<file path="src/rtl/pipeline_pkg.sv">
// Shared definitions for the display fetch pipeline.
//   pixel_t          : one RGB 4:4:4 pixel
//   DEF_RESOLUTION_* : default frame geometry
//   addr_of(x, y)    : frame-buffer word address y*800 + x as a shift-add
//                      constant multiply, shared with the background fetch
package pipeline_pkg;

   localparam int DEF_RESOLUTION_X = 800;
   localparam int DEF_RESOLUTION_Y = 600;
   localparam int DEF_PRECISION    = 10;
   localparam int DEF_PIXEL_WIDTH  = 12;
   localparam int DEF_ADDR_WIDTH   = 19;

   typedef logic [DEF_PIXEL_WIDTH-1:0] pixel_t;

   // 800 = 512 + 256 + 32, so y*800 needs only three shifted copies of y.
   function automatic logic [DEF_ADDR_WIDTH-1:0] addr_of(
      input logic [DEF_PRECISION-1:0] x,
      input logic [DEF_PRECISION-1:0] y
   );
      logic [DEF_ADDR_WIDTH-1:0] xw;
      logic [DEF_ADDR_WIDTH-1:0] yw;
      xw = DEF_ADDR_WIDTH'(x);
      yw = DEF_ADDR_WIDTH'(y);
      return (yw << 9) + (yw << 8) + (yw << 5) + xw;
   endfunction

endpackage

</file>
<file path="src/rtl/pipeline_foreground_fetch_if.sv">
// Foreground frame-buffer read port.
//   mem_req/mem_addr  : read request from the fetch stage
//   mem_ready         : memory accepts the request this cycle
//   mem_rvalid/rdata  : in-order read response strobe and data
// Handshake: a request transfers only in a cycle where mem_req && mem_ready;
// mem_req is not held, so a request seen with mem_ready low is gone. Each
// mem_rvalid is a single-cycle strobe with no backpressure, one per accepted
// request, returned in request order.
interface pipeline_foreground_fetch_if #(
   parameter int ADDR_WIDTH  = 19,
   parameter int PIXEL_WIDTH = 12
);
   logic                   mem_req;
   logic [ADDR_WIDTH-1:0]  mem_addr;
   logic                   mem_ready;
   logic                   mem_rvalid;
   logic [PIXEL_WIDTH-1:0] mem_rdata;

   modport master (output mem_req, output mem_addr,
                   input  mem_ready, input mem_rvalid, input mem_rdata);
   modport slave  (input  mem_req, input mem_addr,
                   output mem_ready, output mem_rvalid, output mem_rdata);
endinterface

</file>
<file path="src/rtl/fetch_slot_ring.sv">
// Slot ring aligning variable-latency memory responses to a fixed latency.
//   advance      : pipeline moves this cycle (allocate one slot, retire one)
//   alloc_issued : the slot being allocated has an accepted request
//   rsp_valid    : in-order memory response strobe, rsp_data its pixel
//   out_pixel    : retired pixel, 0 when not filled in time
//   out_valid    : out_pixel holds fetched data
//   retire_miss  : pulse, an issued slot retired without data
module fetch_slot_ring #(
   parameter int LATENCY     = 8,
   parameter int PIXEL_WIDTH = 12
) (
   input  logic                   clk,
   input  logic                   rst_n,
   input  logic                   advance,
   input  logic                   alloc_issued,
   input  logic                   rsp_valid,
   input  logic [PIXEL_WIDTH-1:0] rsp_data,
   output logic [PIXEL_WIDTH-1:0] out_pixel,
   output logic                   out_valid,
   output logic                   retire_miss
);

   localparam int PW = $clog2(LATENCY);
   localparam int DW = $clog2(LATENCY + 1);

   typedef logic [PW-1:0] ptr_t;

   logic [LATENCY-1:0]     issued;
   logic [LATENCY-1:0]     filled;
   logic [PIXEL_WIDTH-1:0] data [LATENCY];
   ptr_t                   wr_ptr;
   ptr_t                   rd_ptr;
   ptr_t                   pend_ptr;
   logic                   pend_found;
   logic [DW-1:0]          discard_cnt;
   logic                   fill_hit;
   logic                   discard_dec;
   logic                   retire_fresh;

   function automatic ptr_t wrap_add(input ptr_t p, input int n);
      int s;
      s = int'(p) + n;
      if (s >= LATENCY) s = s - LATENCY;
      return ptr_t'(s);
   endfunction

   // rd_ptr = wr_ptr - (LATENCY-1), which modulo LATENCY is wr_ptr + 1.
   assign rd_ptr = wrap_add(wr_ptr, 1);

   // Live slots are rd_ptr .. wr_ptr-1; the oldest one still waiting for
   // data is where the next in-order response belongs. A slot leaves this
   // window the edge it retires, which is how a missed slot gets skipped.
   always_comb begin
      pend_found = 1'b0;
      pend_ptr   = rd_ptr;
      for (int i = 0; i < LATENCY - 1; i++) begin
         if (!pend_found && issued[wrap_add(rd_ptr, i)] && !filled[wrap_add(rd_ptr, i)]) begin
            pend_found = 1'b1;
            pend_ptr   = wrap_add(rd_ptr, i);
         end
      end
   end

   // Responses owed to already-retired slots are swallowed first.
   assign fill_hit     = rsp_valid && (discard_cnt == '0) && pend_found;
   assign discard_dec  = rsp_valid && (discard_cnt != '0);
   assign retire_fresh = fill_hit && (pend_ptr == rd_ptr);
   assign retire_miss  = advance && issued[rd_ptr] && !filled[rd_ptr] && !retire_fresh;

   always_ff @(posedge clk) begin
      if (!rst_n) begin
         issued      <= '0;
         filled      <= '0;
         for (int i = 0; i < LATENCY; i++) data[i] <= '0;
         wr_ptr      <= '0;
         discard_cnt <= '0;
         out_pixel   <= '0;
         out_valid   <= 1'b0;
      end else begin
         // Responses are taken even while the pipeline is stalled; the fill
         // target is never the slot at wr_ptr, so it cannot clash with alloc.
         if (fill_hit) begin
            filled[pend_ptr] <= 1'b1;
            data[pend_ptr]   <= rsp_data;
         end
         if (advance) begin
            issued[wr_ptr] <= alloc_issued;
            filled[wr_ptr] <= 1'b0;
            data[wr_ptr]   <= '0;
            wr_ptr         <= rd_ptr;
            if (retire_fresh) begin
               out_pixel <= rsp_data;
               out_valid <= 1'b1;
            end else if (filled[rd_ptr]) begin
               out_pixel <= data[rd_ptr];
               out_valid <= 1'b1;
            end else begin
               out_pixel <= '0;
               out_valid <= 1'b0;
            end
         end
         case ({retire_miss, discard_dec})
            2'b10: if (discard_cnt != DW'(LATENCY)) discard_cnt <= discard_cnt + 1'b1;
            2'b01: discard_cnt <= discard_cnt - 1'b1;
            default: ;
         endcase
      end
   end

endmodule

</file>
<file path="src/rtl/pipeline_foreground_fetch.sv">
// Foreground fetch stage: turns a coordinate stream into frame-buffer reads
// and returns each pixel exactly LATENCY enabled cycles after its coordinate.
//   clk, rst_n        : pixel clock, synchronous active-low reset
//   output_enable     : pipeline advance for this cycle
//   fg_active         : coordinate valid
//   fg_pixel_x/_y     : signed coordinates, PRECISION+1 bits
//   mem               : frame-buffer read port (master side)
//   fg_pixel/fg_valid : aligned pixel, 0 and invalid when not fetched in time
//   underrun_count    : saturating count of refused requests and late data
module pipeline_foreground_fetch
   import pipeline_pkg::*;
#(
   parameter int RESOLUTION_X = DEF_RESOLUTION_X,
   parameter int RESOLUTION_Y = DEF_RESOLUTION_Y,
   parameter int PRECISION    = DEF_PRECISION,
   parameter int PIXEL_WIDTH  = DEF_PIXEL_WIDTH,
   parameter int ADDR_WIDTH   = DEF_ADDR_WIDTH,
   parameter int LATENCY      = 8
) (
   input  logic                   clk,
   input  logic                   rst_n,
   input  logic                   output_enable,
   input  logic                   fg_active,
   input  logic [PRECISION:0]     fg_pixel_x,
   input  logic [PRECISION:0]     fg_pixel_y,
   pipeline_foreground_fetch_if.master mem,
   output logic [PIXEL_WIDTH-1:0] fg_pixel,
   output logic                   fg_valid,
   output logic [15:0]            underrun_count
);

   logic [ADDR_WIDTH-1:0] addr_next;
   logic [ADDR_WIDTH-1:0] addr_a;
   logic                  in_range;
   logic                  want_a;
   logic                  accept;
   logic                  refused;
   logic                  retire_miss;
   logic [1:0]            underrun_inc;
   logic [16:0]           underrun_sum;

   // Sign bit set means negative, so only the magnitude needs a bound check.
   assign in_range = !fg_pixel_x[PRECISION] && !fg_pixel_y[PRECISION]
                  && (int'(fg_pixel_x[PRECISION-1:0]) < RESOLUTION_X)
                  && (int'(fg_pixel_y[PRECISION-1:0]) < RESOLUTION_Y);

   generate
      if (RESOLUTION_X == DEF_RESOLUTION_X && ADDR_WIDTH == DEF_ADDR_WIDTH
          && PRECISION == DEF_PRECISION) begin : g_addr_shift
         assign addr_next = addr_of(fg_pixel_x[PRECISION-1:0], fg_pixel_y[PRECISION-1:0]);
      end else begin : g_addr_mul
         assign addr_next = ADDR_WIDTH'(int'(fg_pixel_y[PRECISION-1:0]) * RESOLUTION_X
                                      + int'(fg_pixel_x[PRECISION-1:0]));
      end
   endgenerate

   always_ff @(posedge clk) begin
      if (!rst_n) begin
         addr_a <= '0;
         want_a <= 1'b0;
      end else if (output_enable) begin
         addr_a <= addr_next;
         want_a <= fg_active && in_range;
      end
   end

   assign mem.mem_req  = want_a && output_enable;
   assign mem.mem_addr = addr_a;
   assign accept       = mem.mem_req && mem.mem_ready;
   assign refused      = mem.mem_req && !mem.mem_ready;

   fetch_slot_ring #(
      .LATENCY     (LATENCY),
      .PIXEL_WIDTH (PIXEL_WIDTH)
   ) u_ring (
      .clk          (clk),
      .rst_n        (rst_n),
      .advance      (output_enable),
      .alloc_issued (accept),
      .rsp_valid    (mem.mem_rvalid),
      .rsp_data     (mem.mem_rdata),
      .out_pixel    (fg_pixel),
      .out_valid    (fg_valid),
      .retire_miss  (retire_miss)
   );

   // A refusal and a retire miss can land in the same cycle.
   assign underrun_inc = {1'b0, refused} + {1'b0, retire_miss};
   assign underrun_sum = {1'b0, underrun_count} + 17'(underrun_inc);

   always_ff @(posedge clk) begin
      if (!rst_n) underrun_count <= '0;
      else        underrun_count <= underrun_sum[16] ? 16'hFFFF : underrun_sum[15:0];
   end

endmodule

</file>
<file path="src/flat_wrapper.sv">
// flat-port wrapper written by rule: the top's interface ports become plain ports
module pipeline_foreground_fetch_flat import pipeline_pkg::*;
#(
   parameter int RESOLUTION_X = DEF_RESOLUTION_X,
   parameter int RESOLUTION_Y = DEF_RESOLUTION_Y,
   parameter int PRECISION    = DEF_PRECISION,
   parameter int PIXEL_WIDTH  = DEF_PIXEL_WIDTH,
   parameter int ADDR_WIDTH   = DEF_ADDR_WIDTH,
   parameter int LATENCY      = 8
)
  (clk, rst_n, output_enable, fg_active, fg_pixel_x, fg_pixel_y, fg_pixel, fg_valid, underrun_count, mem_mem_req, mem_mem_addr, mem_mem_ready, mem_mem_rvalid, mem_mem_rdata);
  pipeline_foreground_fetch_if #(.ADDR_WIDTH(ADDR_WIDTH), .PIXEL_WIDTH(PIXEL_WIDTH)) mem_i ();
  input  logic clk;
  input  logic rst_n;
  input  logic output_enable;
  input  logic fg_active;
  input  logic [PRECISION:0] fg_pixel_x;
  input  logic [PRECISION:0] fg_pixel_y;
  output logic [PIXEL_WIDTH-1:0] fg_pixel;
  output logic fg_valid;
  output logic [15:0] underrun_count;
  output wire logic [$bits(mem_i.mem_req)-1:0] mem_mem_req;
  output wire logic [$bits(mem_i.mem_addr)-1:0] mem_mem_addr;
  input wire logic [$bits(mem_i.mem_ready)-1:0] mem_mem_ready;
  input wire logic [$bits(mem_i.mem_rvalid)-1:0] mem_mem_rvalid;
  input wire logic [$bits(mem_i.mem_rdata)-1:0] mem_mem_rdata;
  assign mem_mem_req = mem_i.mem_req;
  assign mem_mem_addr = mem_i.mem_addr;
  assign mem_i.mem_ready = mem_mem_ready;
  assign mem_i.mem_rvalid = mem_mem_rvalid;
  assign mem_i.mem_rdata = mem_mem_rdata;
  pipeline_foreground_fetch #(.RESOLUTION_X(RESOLUTION_X), .RESOLUTION_Y(RESOLUTION_Y), .PRECISION(PRECISION), .PIXEL_WIDTH(PIXEL_WIDTH), .ADDR_WIDTH(ADDR_WIDTH), .LATENCY(LATENCY)) u_core (.clk(clk), .rst_n(rst_n), .output_enable(output_enable), .fg_active(fg_active), .fg_pixel_x(fg_pixel_x), .fg_pixel_y(fg_pixel_y), .mem(mem_i), .fg_pixel(fg_pixel), .fg_valid(fg_valid), .underrun_count(underrun_count));
endmodule
</file>
<file path="config.mk">
export PLATFORM = sky130hd
export DESIGN_NAME = pipeline_foreground_fetch_flat
export DESIGN_NICKNAME = d
export VERILOG_FILES = /design/src/rtl/pipeline_pkg.sv /design/src/rtl/pipeline_foreground_fetch_if.sv /design/src/rtl/fetch_slot_ring.sv /design/src/rtl/pipeline_foreground_fetch.sv /design/src/flat_wrapper.sv
export SDC_FILE = /design/constraint.sdc
export NUM_CORES = 1
export LEC_CHECK = 0
export CAP_MARGIN = 25
export CORE_UTILIZATION = 40
export DETAILED_ROUTE_END_ITERATION = 8
export GPL_ROUTABILITY_DRIVEN = 0
export GPL_TIMING_DRIVEN = 1
export PLACE_DENSITY_LB_ADDON = 0.1
export SYNTH_ARGS = -nofsm -noshare
export SYNTH_HDL_FRONTEND = slang
export SYNTH_SLANG_ARGS = --single-unit
</file>
<file path="constraint.sdc">
create_clock -name clk -period 5.6 [get_ports clk]
set_input_delay 1.12 -clock clk [delete_from_list [all_inputs] [get_ports clk]]
set_output_delay 1.12 -clock clk [all_outputs]
set_load 0.1 [all_outputs]
</file>
* Word level (Yosys, flattened, before mapping)
Memory sizes are Yosys's and may differ from the RTL's. Cells that the tools add are included. Widths: inputs -> output; s select.
Word-level totals: memories 1, input bits 40, output and inout bits 49, register bits 72, memory bits (writable) 96, logic and storage cells 197
Operators by class: $lt $le $gt $ge 22, bitwise operators 3, add/sub/neg operators 22, reduce and logical (&&, ||, !) cells 53, multiplexer cells 82, equal/unequal tests 5
Memory list:
- u_core.u_ring.data | words 8, width 12, rd ports 1, clocked after memory_dff 0, write ports 8, line fetch_slot_ring.sv:30 | logic [PIXEL_WIDTH-1:0] data [LATENCY];
Operators with widths (count):
- $mux 3 | 17
- $bmux 1 s3 | 16
- $mux 12 | 4
- $lt 3x4->1 const B | 10
- $mux 1 | 36
- $logic_and 1x1->1 | 29
- $ge 4x4->1 const B | 7
- $mux 8 | 3
- $reduce_or 12->1 | 2
- $sub 3x1->3 const B | 8
- $lt 10x10->1 const B | 2
- $add 19x10->19 | 1
- $add 19x15->19 | 1
- $add 19x18->19 | 1
- $logic_not 1->1 | 18
- $add 16x2->17 | 1
- $mux 16 | 1
- $add 3x3->4 const B | 3
- $add 3x1->4 const B | 2
- $add 3x2->4 const B | 2
- $and 8x8->8 | 1
- $bwmux 8 | 1
- $not 8->8 | 1
- $or 8x8->8 | 1
- other kinds (17) | 19

* Depth between registers and ports, before layout
Gate-level depths: netlist of the first run.
depth in word-level cells 43, mapped depth 21, mapped depth without buffers 19

* Hierarchy
A second synthesis of the first run with hierarchy kept.
Second synthesis, totals: cell total of the unflattened synthesis 1082, area, all modules 9928.3 µm²
By module, submodules not included:
- fetch_slot_ring | times used 1, seq. area each 2642.5 µm², area each 7319.5 µm², cells each 790
- pipeline_foreground_fetch | times used 1, seq. area each 720.7 µm², area each 2608.8 µm², cells each 292

* Least setup slack after synthesis of the first run
No wires, ideal clock.
kind register -> register, start register u_core.u_ring.wr_ptr[2], end register u_core.underrun_count[7], stages on the path, launching flop included 20, setup time 79 ps, path buffers 2, required time 5521 ps, period minus slack after synthesis 4466 ps, setup slack 1134 ps, data arrival time 4387 ps, path through dfxtp_1 buf_6 inv_1 ha_1 clkbuf_1 mux4_2 or4_1 nand4_1 a32oi_1 o21ai_0 a211oi_2 nor2_1 a21o_1 ha_1 nand3_1 nor2_1 nand4_1 nand4_1 mux2i_1 nor3_1
Between the ends: cells in the longest elaborated chain, start to end 41, elaborated cells on any way between the ends 114, those cells by class add/sub (17); order compare (8); eq/ne (1); mux (55); reduce/logical (33)
RTL lines:
- start: declaration | line fetch_slot_ring.sv:31 | ptr_t wr_ptr;
- start signal: assignment | line fetch_slot_ring.sv:90 | wr_ptr <= rd_ptr;
- $add 3x1->4 * | line fetch_slot_ring.sv:42 | s = int'(p) + n;
- $ge 4x4->1 or $sub 3x1->3 (tied branches) | line fetch_slot_ring.sv:43 | if (s >= LATENCY) s = s - LATENCY;
- $mux 3 * | line fetch_slot_ring.sv:43
- parallel branches: the longest is 34 deep, another holds $add 3x1->4
- $logic_and 1x1->1 * | line fetch_slot_ring.sv:68 | assign retire_miss = advance && issued[rd_ptr] && !filled[rd_ptr] && !retire_fresh;
- $add 1x1->2 * | line pipeline_foreground_fetch.sv:88 | assign underrun_inc = {1'b0, refused} + {1'b0, retire_miss};
- $add 16x2->17 * | line pipeline_foreground_fetch.sv:89 | assign underrun_sum = {1'b0, underrun_count} + 17'(underrun_inc);
- $mux 16 * | line pipeline_foreground_fetch.sv:93 | else underrun_count <= underrun_sum[16] ? 16'hFFFF : underrun_sum[15:0];
- end signal: assignment | line pipeline_foreground_fetch.sv:93
- end: declaration | line pipeline_foreground_fetch.sv:29 | output logic [15:0] underrun_count
Every way passes the cells marked *. The select of a mux whose other input is x is not followed. A chain may end at the register's enable or synchronous reset.

* Worst setup path after layout of the first run
start register u_core.u_ring.wr_ptr[1], end register u_core.underrun_count[7]
The elaborated chain is that of the path after synthesis.

==> results.tsv, run 1 <==
stage	metric	value	unit
cells_and_area	ant diodes	0	
critical_path	CP delay by family, top	simple AND/OR/NAND/NOR gates	
cells_and_area	Multi-input gate area	0.00554	mm2
floorplan	total die area	0.0239	mm2
synthesis	compound-cell area share of the yosys netlist	9.35	%
critical_path	endpoint arrival time on the critical path	5.34	ns
placement	DP Wirelength	16300	um
critical_path	critical path's largest stage delay	0.62	ns
cts	Worst-path clk slew	0.08	ns
cts	CTS tree	yes	
route	DR WL met3	881	um
synthesis	count leader, synth	dfxtp_1	
cts	clk sinks	168	
synthesis	synthesized cell area	0.00931	mm2
cells_and_area	FILL cells	2194	
flow_run	Max-Cap Viols	0	
synthesis	area share of the largest cell type after synthesis	36.1	%
synthesis	register area share after synthesis	36.1	%
route	initial DRC count	396	
synthesis	most instantiated cells after synthesis	dfxtp_1, nor2_1, mux2i_1, clkbuf_1	
hold_path	Min-Delay Path Class	reg -> reg	
sta	period utilization	89.3	%
sta	Final Setup Violations	0	
synthesis	syn_area_per_cell	9.95	um2
global_routing	grt ovf	0	
cts	total CTS buffers	17	
cts	Longest Clk Path Bufs	2	
route	final wirelength	24300	um
power_and_ir_drop	Leak Pwr	4.18	nW
sta	RSZ-0062 raised after global routing	false	
synthesis	ys async rst share	0	%
sta	headroom to the max-slew limit	31.7	%
route	wire per inst	18.7	um
sta	f_max	0.200	GHz
critical_path	Cell Chain, Critical Path	ha_2 > xor2_2 > mux4_2 > or3_4 > a21boi_2 > a32oi_1 > o21ai_0 > a211oi_2 > nor2_1 > a21o_1 > ha_1 > nand3_1 > nor2_1 > nand4_1 > nand4_1 > mux2i_1 > nor3_1	
cells_and_area	Syn-to-layout area delta	18.7	%
route	Pre-antenna DRT Iters	5	
cts	root buffer cell	clkbuf_16	
global_routing	global-route wire length before repair	39300	um
critical_path	Worst setup EP type	flop	
synthesis	post-synthesis mux area share	24.6	%
route	vias per cell	5.50	
critical_path	critical path class	reg -> reg	
synthesis	Cells after Synth	936	
sta	fin crit period	5.00	ns
route	via count	7135	
synthesis	ranking of synthesized cells by area	dfxtp_1, mux2i_1, mux4_2	
synthesis	Synth Area in XOR/XNOR	2.93	%
cells_and_area	FF+latch area	0.00336	mm2
global_routing	Total Routing Usage GR	21.1	%
route	DR top layer	met4	
synthesis	Synth Register Bits	168	
synthesis	combinational family with the most area after synthesis	multiplexers	
floorplan	Rows	55	
placement	post-place instance area	0.0104	mm2
synthesis	Ys Warns	0	
cts	Setup Fix Bufs, Post-CTS	0	
cells_and_area	layout cells sized above 1	11.8	%
floorplan	Die Width	155	um
synthesis	ys flop type	dfxtp_1	
route	DRC Markers	0	
floorplan	initial core utilization	41.0	%
critical_path	Startpoint Class	flop	
sta	Hold Vio Cnt, Final	0	
global_routing	largest net degree at the start of global routing	65	
cts	H-tree depth	4	
critical_path	WP buf/inv	0	
global_routing	antenna violations before repair	0	
placement	IO buf count	88	
sta	clock skew	0.0207	ns
synthesis	Post-synth EDFFs	0	
power_and_ir_drop	maximum VDD drop	0.212	mV
synthesis	net count after synthesis	1025	
route	DRT met1 WL	11400	um
floorplan	IO Pins	89	
floorplan	Die H	155	um
synthesis	Synth Area in Adders	7.31	%
synthesis	area leader, netlist	dfxtp_1	
global_routing	number of global-route vias before repair	6892	
cells_and_area	Final nets	1088	
critical_path	cell at the slowest stage of the critical path	mux4_2	
floorplan	core footprint	0.0227	mm2
cts	clk_lat worst skew	0.43	ns
route	metal2 WL	11700	um
synthesis	Yosys cell types	70	
sta	measured slew at the worst slew-check pin	1.02	ns
synthesis	Synth Area in Simple Gates	15.2	%
route	post-route ant nets	0	
cts	Hold Buf Count CTS	0	
sta	Post-Route Setup TNS	0	ns
run_status	outcome	finished clean	
critical_path	CP Max Fanout	12	
cells_and_area	final instance area	0.0110	mm2
power_and_ir_drop	pwr/cell area	313	mW/mm2
cts	post-CTS sizing	0	
critical_path	worst path required time	5.95	ns
sta	Final Max Tran Viols	0	
==> cells by family after synthesis <==
| kind of cell | after synthesis |
|---|---|
| buffers and inverters | 96 |
| xor gates and xnor gates | 26 |
| and+or+nand+nor | 295 |
| DFF | 168 |
| muxes | 179 |
| adders and majority gates | 49 |
| AOI/OAI and AO/OA | 123 |
==> layout make-up <==
class / count / share of cell area (%)
multi-input combinational: 672 / 50.1
timing repair buffer: 106 / 9.15
tap: 285 / 3.23
clock buffer: 17 / 3.85
sequential: 168 / 30.4
inverter: 34 / 1.16
clock inverter: 15 / 2.05
==> report_power, final <==
part	leakage (nW)	switching, W	total (W)	internal, W
Sequential	1.36	0.0000360	0.00129	0.00125
Combinational	2.51	0.000582	0.000902	0.000320
Clock	0.315	0.000576	0.00127	0.000694
==> stage by stage <==
| step | total power, W | hold WS [ns] | worst slack [ns] | utilization (%) | instances |
|---|---|---|---|---|---|
| after global placement | 0.00222 | 0.459 | 0.783 | 45.8 | 1265 |
| final | 0.00346 | 0.472 | 0.601 | 48.7 | 1297 |
| after global routing | 0.00362 | 0.513 | 0.182 | 48.7 | 1297 |
| after detailed placement | 0.00222 | 0.461 | 0.648 | 45.8 | 1265 |
| after floorplan | 0.00200 | 0.446 | 1.13 | - | 936 |
| after CTS | 0.00349 | 0.473 | 0.639 | 48.7 | 1297 |
==> placed cells by master (no fill, tap or decap), drive strengths merged, types with 17 or more instances in the layout <==
cell type	n
o21ai	18
nor2	163
clkbuf	17
o22ai	17
inv	38
mux4	40
dfxtp	168
nand3	18
a21oi	27
mux2i	138
nand2	33
ha	40
xnor2	21
buf	19
clkdlybuf4s50	87
==> state kept, by name (all words and copies together), names as in the netlist <==
signal and flops:
u_core.underrun_count 16, u_core.u_ring.out_pixel 12, u_core.mem.mem_addr 19, u_core.u_ring.out_valid 1
u_core.u_ring.filled 8, u_core.want_a 1, u_core.u_ring.issued 8, u_core.u_ring.discard_cnt 4
u_core.u_ring.data 96, u_core.u_ring.wr_ptr 3
==> final timing paths <==
| path | end | depth (start not counted) | slack (ns) | startpoint |
|---|---|---|---|---|
| max | u_core.underrun_count[7] | 17 | 0.60 | u_core.u_ring.wr_ptr[1] |
| min reg2reg | u_core.want_a | 2 | 0.47 | u_core.want_a |
| max reg2reg | u_core.underrun_count[7] | 17 | 0.60 | u_core.u_ring.wr_ptr[1] |
| min | u_core.want_a | 2 | 0.47 | u_core.want_a |
==> worst reg2reg max path, stage by stage (launching register included) <==
cell,delay [ns]
dfxtp_1,0.40
ha_2,0.25
xor2_2,0.56
mux4_2,0.62
or3_4,0.40
a21boi_2,0.17
a32oi_1,0.11
o21ai_0,0.43
a211oi_2,0.20
nor2_1,0.17
a21o_1,0.14
ha_1,0.17
nand3_1,0.11
nor2_1,0.27
nand4_1,0.43
nand4_1,0.24
mux2i_1,0.09
nor3_1,0.17
==> metal layers <==
metal  vias to the layer above  global-route usage (%)
li1                       3483                       -
met3                        22                    3.75
met2                       162                    34.8
met1                      3468                    28.3
met5                         -                       0
met4                         0                    6.22
(Power assumes the default switching activity.)
==> inputs of run 2 (changes only) <==
--- a/config.mk
+++ b/config.mk
@@ -6,11 +6,12 @@
 export NUM_CORES = 1
 export LEC_CHECK = 0
 export CAP_MARGIN = 25
-export CORE_UTILIZATION = 40
+export CORE_UTILIZATION = 56
 export DETAILED_ROUTE_END_ITERATION = 8
 export GPL_ROUTABILITY_DRIVEN = 0
 export GPL_TIMING_DRIVEN = 1
 export PLACE_DENSITY_LB_ADDON = 0.1
+export REMOVE_ABC_BUFFERS = 1
 export SYNTH_ARGS = -nofsm -noshare
 export SYNTH_HDL_FRONTEND = slang
 export SYNTH_SLANG_ARGS = --single-unit
==> run 2 against run 1 <==
Non-clock buffer count fell by 1. First-iteration DRC count rose by 44%. Clock power fell by 16%. Largest cell class unchanged. Final cell count fell by 5.4%.
==> results.tsv, run 2 (synthesis results as in run 1) <==
stage	metric	value	unit	change
run_status	outcome	finished clean		
critical_path	Startpoint Class	flop		
cells_and_area	max reg flops	96		unchanged
sta	Post-Route Setup TNS	0	ns	unchanged
global_routing	Total Routing Usage GR	27.6	%	+6.5 points
cts	post-CTS sizing	0		unchanged
power_and_ir_drop	Leak Pwr	4.13	nW	-1.3%
cts	root buffer cell	clkbuf_16		
cts	Setup Fix Bufs, Post-CTS	0		unchanged
cells_and_area	layout cells sized above 1	11.5	%	-0.29 points
cts	Longest Clk Path Bufs	2		unchanged
placement	IO buf count	88		unchanged
cts	total CTS buffers	17		unchanged
critical_path	CP Max Fanout	17		+5
global_routing	antenna violations before repair	0		unchanged
route	post-route ant nets	0		unchanged
sta	measured slew at the worst slew-check pin	1.00	ns	-0.0189 ns
sta	f_max	0.196	GHz	-2.0%
cells_and_area	fin cells	1227		-5.4%
global_routing	largest net degree at the start of global routing	64		-1.5%
sta	PnR worst setup slack	0.498	ns	-0.104 ns
hold_path	hold path endpoint	u_core.want_a		
cells_and_area	largest register by flop count	u_core.u_ring.data		
critical_path	worst r2r src	u_core.u_ring.wr_ptr[1]		
sta	headroom to the max-slew limit	32.9	%	+1.3 points
global_routing	grt ovf	0		unchanged
cts	H-tree depth	4		unchanged
hold_path	Min-Delay Path Class	reg -> reg		
route	initial DRC count	571		+44%
cts	Worst-path clk slew	0.07	ns	about the same
hold_path	Hold Startpoint	u_core.want_a		
sta	RSZ-0062 raised after global routing	false		
power_and_ir_drop	maximum VDD drop	0.247	mV	+16%
global_routing	global-route wire length before repair	36000	um	-8.3%
cells_and_area	ant diodes	0		unchanged
placement	pre-CTS setup slack	0.524	ns	-0.124 ns
floorplan	total die area	0.0171	mm2	-28%
flow_run	Max-Cap Viols	0		unchanged
sta	Final Max Tran Viols	0		unchanged
critical_path	flop-to-flop setup slack	0.50	ns	-0.10 ns
route	via count	7194		+0.83%
cells_and_area	FILL cells	1271		-42%
floorplan	IO Pins	89		unchanged
critical_path	critical path class	reg -> reg		
critical_path	Worst setup EP type	flop		
sta	period utilization	91.1	%	+1.9 points
global_routing	number of global-route vias before repair	6788		-1.5%
sta	Hold Vio Cnt, Final	0		unchanged
sta	clock skew	0.0132	ns	-0.00755 ns
route	Pre-antenna DRT Iters	5		unchanged
floorplan	initial core utilization	58.0	%	+17 points
sta	Final Setup Violations	0		unchanged
floorplan	core footprint	0.0161	mm2	-29%
placement	dpl cells	1195		-5.5%
cts	clk sinks	168		unchanged
floorplan	Die H	131	um	-15%
route	DRC Markers	0		unchanged
cells_and_area	Multi-input gate area	0.00554	mm2	unchanged
route	vias per cell	5.86		+6.6%
floorplan	Die Width	131	um	-15%
cells_and_area	Final nets	1087		-0.092%
route	final wirelength	22500	um	-7.5%
cts	clk_lat worst skew	0.42	ns	about the same
critical_path	endpoint arrival time on the critical path	5.45	ns	+0.11 ns
cells_and_area	most frequent cells in the layout	dfxtp_1, nor2_1, mux2i_1		
critical_path	cells on worst reg2reg path	17		unchanged
cells_and_area	FF+latch area	0.00336	mm2	unchanged
cts	Hold Buf Count CTS	0		unchanged
sta	fin crit period	5.10	ns	+0.104 ns
cts	CTS tree	yes		
route	wire per inst	18.3	um	-2.2%
floorplan	Rows	46		-16%
cells_and_area	Syn-to-layout area delta	16.4	%	
power_and_ir_drop	pwr/cell area	300	mW/mm2	-4.0%
critical_path	worst path required time	5.94	ns	about the same
placement	DP Wirelength	14900	um	-8.5%
hold_path	hold path depth	2		unchanged
critical_path	RR Endpoint	u_core.underrun_count[7]		
cells_and_area	most common cell after layout, fill and taps aside	dfxtp_1		
## run 2: changes by cell type in the layout (fill, tap and decap cells not counted), sizes merged
cell,delta
bufinv,-2
buf,-1
clkinv,-2
clkbuf,+3
clkinvlp,+1
## run 2: layout make-up
type	count	area share (%)
timing repair buffer	105	9.26
tap	216	2.49
clock buffer	20	4.03
sequential	168	31.1
clock inverter	12	0.866
inverter	34	1.18
multi-input combinational	672	51.1
## run 2: worst max path at each step
stage / startpoint / endpoint / slack [ns]
3_3_place_gp: u_core.u_ring.wr_ptr[1] / u_core.underrun_count[7] / 0.61
4_1_cts: u_core.u_ring.wr_ptr[1] / u_core.underrun_count[7] / 0.49
3_5_place_dp: u_core.u_ring.wr_ptr[1] / u_core.underrun_count[7] / 0.52
6_report: u_core.u_ring.wr_ptr[1] / u_core.underrun_count[7] / 0.50
2_1_floorplan: u_core.u_ring.wr_ptr[0] / u_core.underrun_count[7] / -1.39
5_1_grt: u_core.u_ring.wr_ptr[1] / u_core.underrun_count[7] / 0.03
## run 2: per-stage QoR
stage | area, um2 | hold WS, ns | utilization, % | power (W)
6_report | 10800 | 0.475 | 67.5 | 0.00325
5_1_grt | 10800 | 0.501 | 67.5 | 0.00339
4_1_cts | 10800 | 0.477 | 67.5 | 0.00327
3_5_place_dp | 10300 | 0.467 | 64.2 | 0.00221
3_3_place_gp | 10300 | 0.455 | 64.2 | 0.00220
2_1_floorplan | 9030 | 0.445 | - | 0.00197
## run 2: power breakdown
part	switching (W)	total, W	internal [W]
sequential	0.0000367	0.00129	0.00125
clock	0.000492	0.00107	0.000575
combinational	0.000580	0.000901	0.000321
## run 2: worst max-delay path: stages (launching register included)
cell and delay (ns):
dfxtp_1 0.35, ha_2 0.67, inv_2 0.28, mux4_2 0.48, o22ai_1 0.36, a21boi_2 0.25
a32oi_1 0.10, o21ai_0 0.42, a211oi_2 0.20, nor2_1 0.32, a21o_1 0.17, ha_1 0.17
nand3_1 0.11, nor2_1 0.26, nand4_1 0.39, nand4_1 0.23, mux2i_1 0.09, nor3_1 0.17
## run 2: per-layer routing
| metal | share of wire (%) | vias to the layer above | global-route usage [%] |
|---|---|---|---|
| li1 | - | 3477 | - |
| met4 | 1.6 | 0 | 7.91 |
| met3 | 6.1 | 31 | 5.29 |
| met1 | 46 | 3429 | 38.2 |
| met2 | 47 | 257 | 44.1 |
| met5 | 0 | - | 0 |
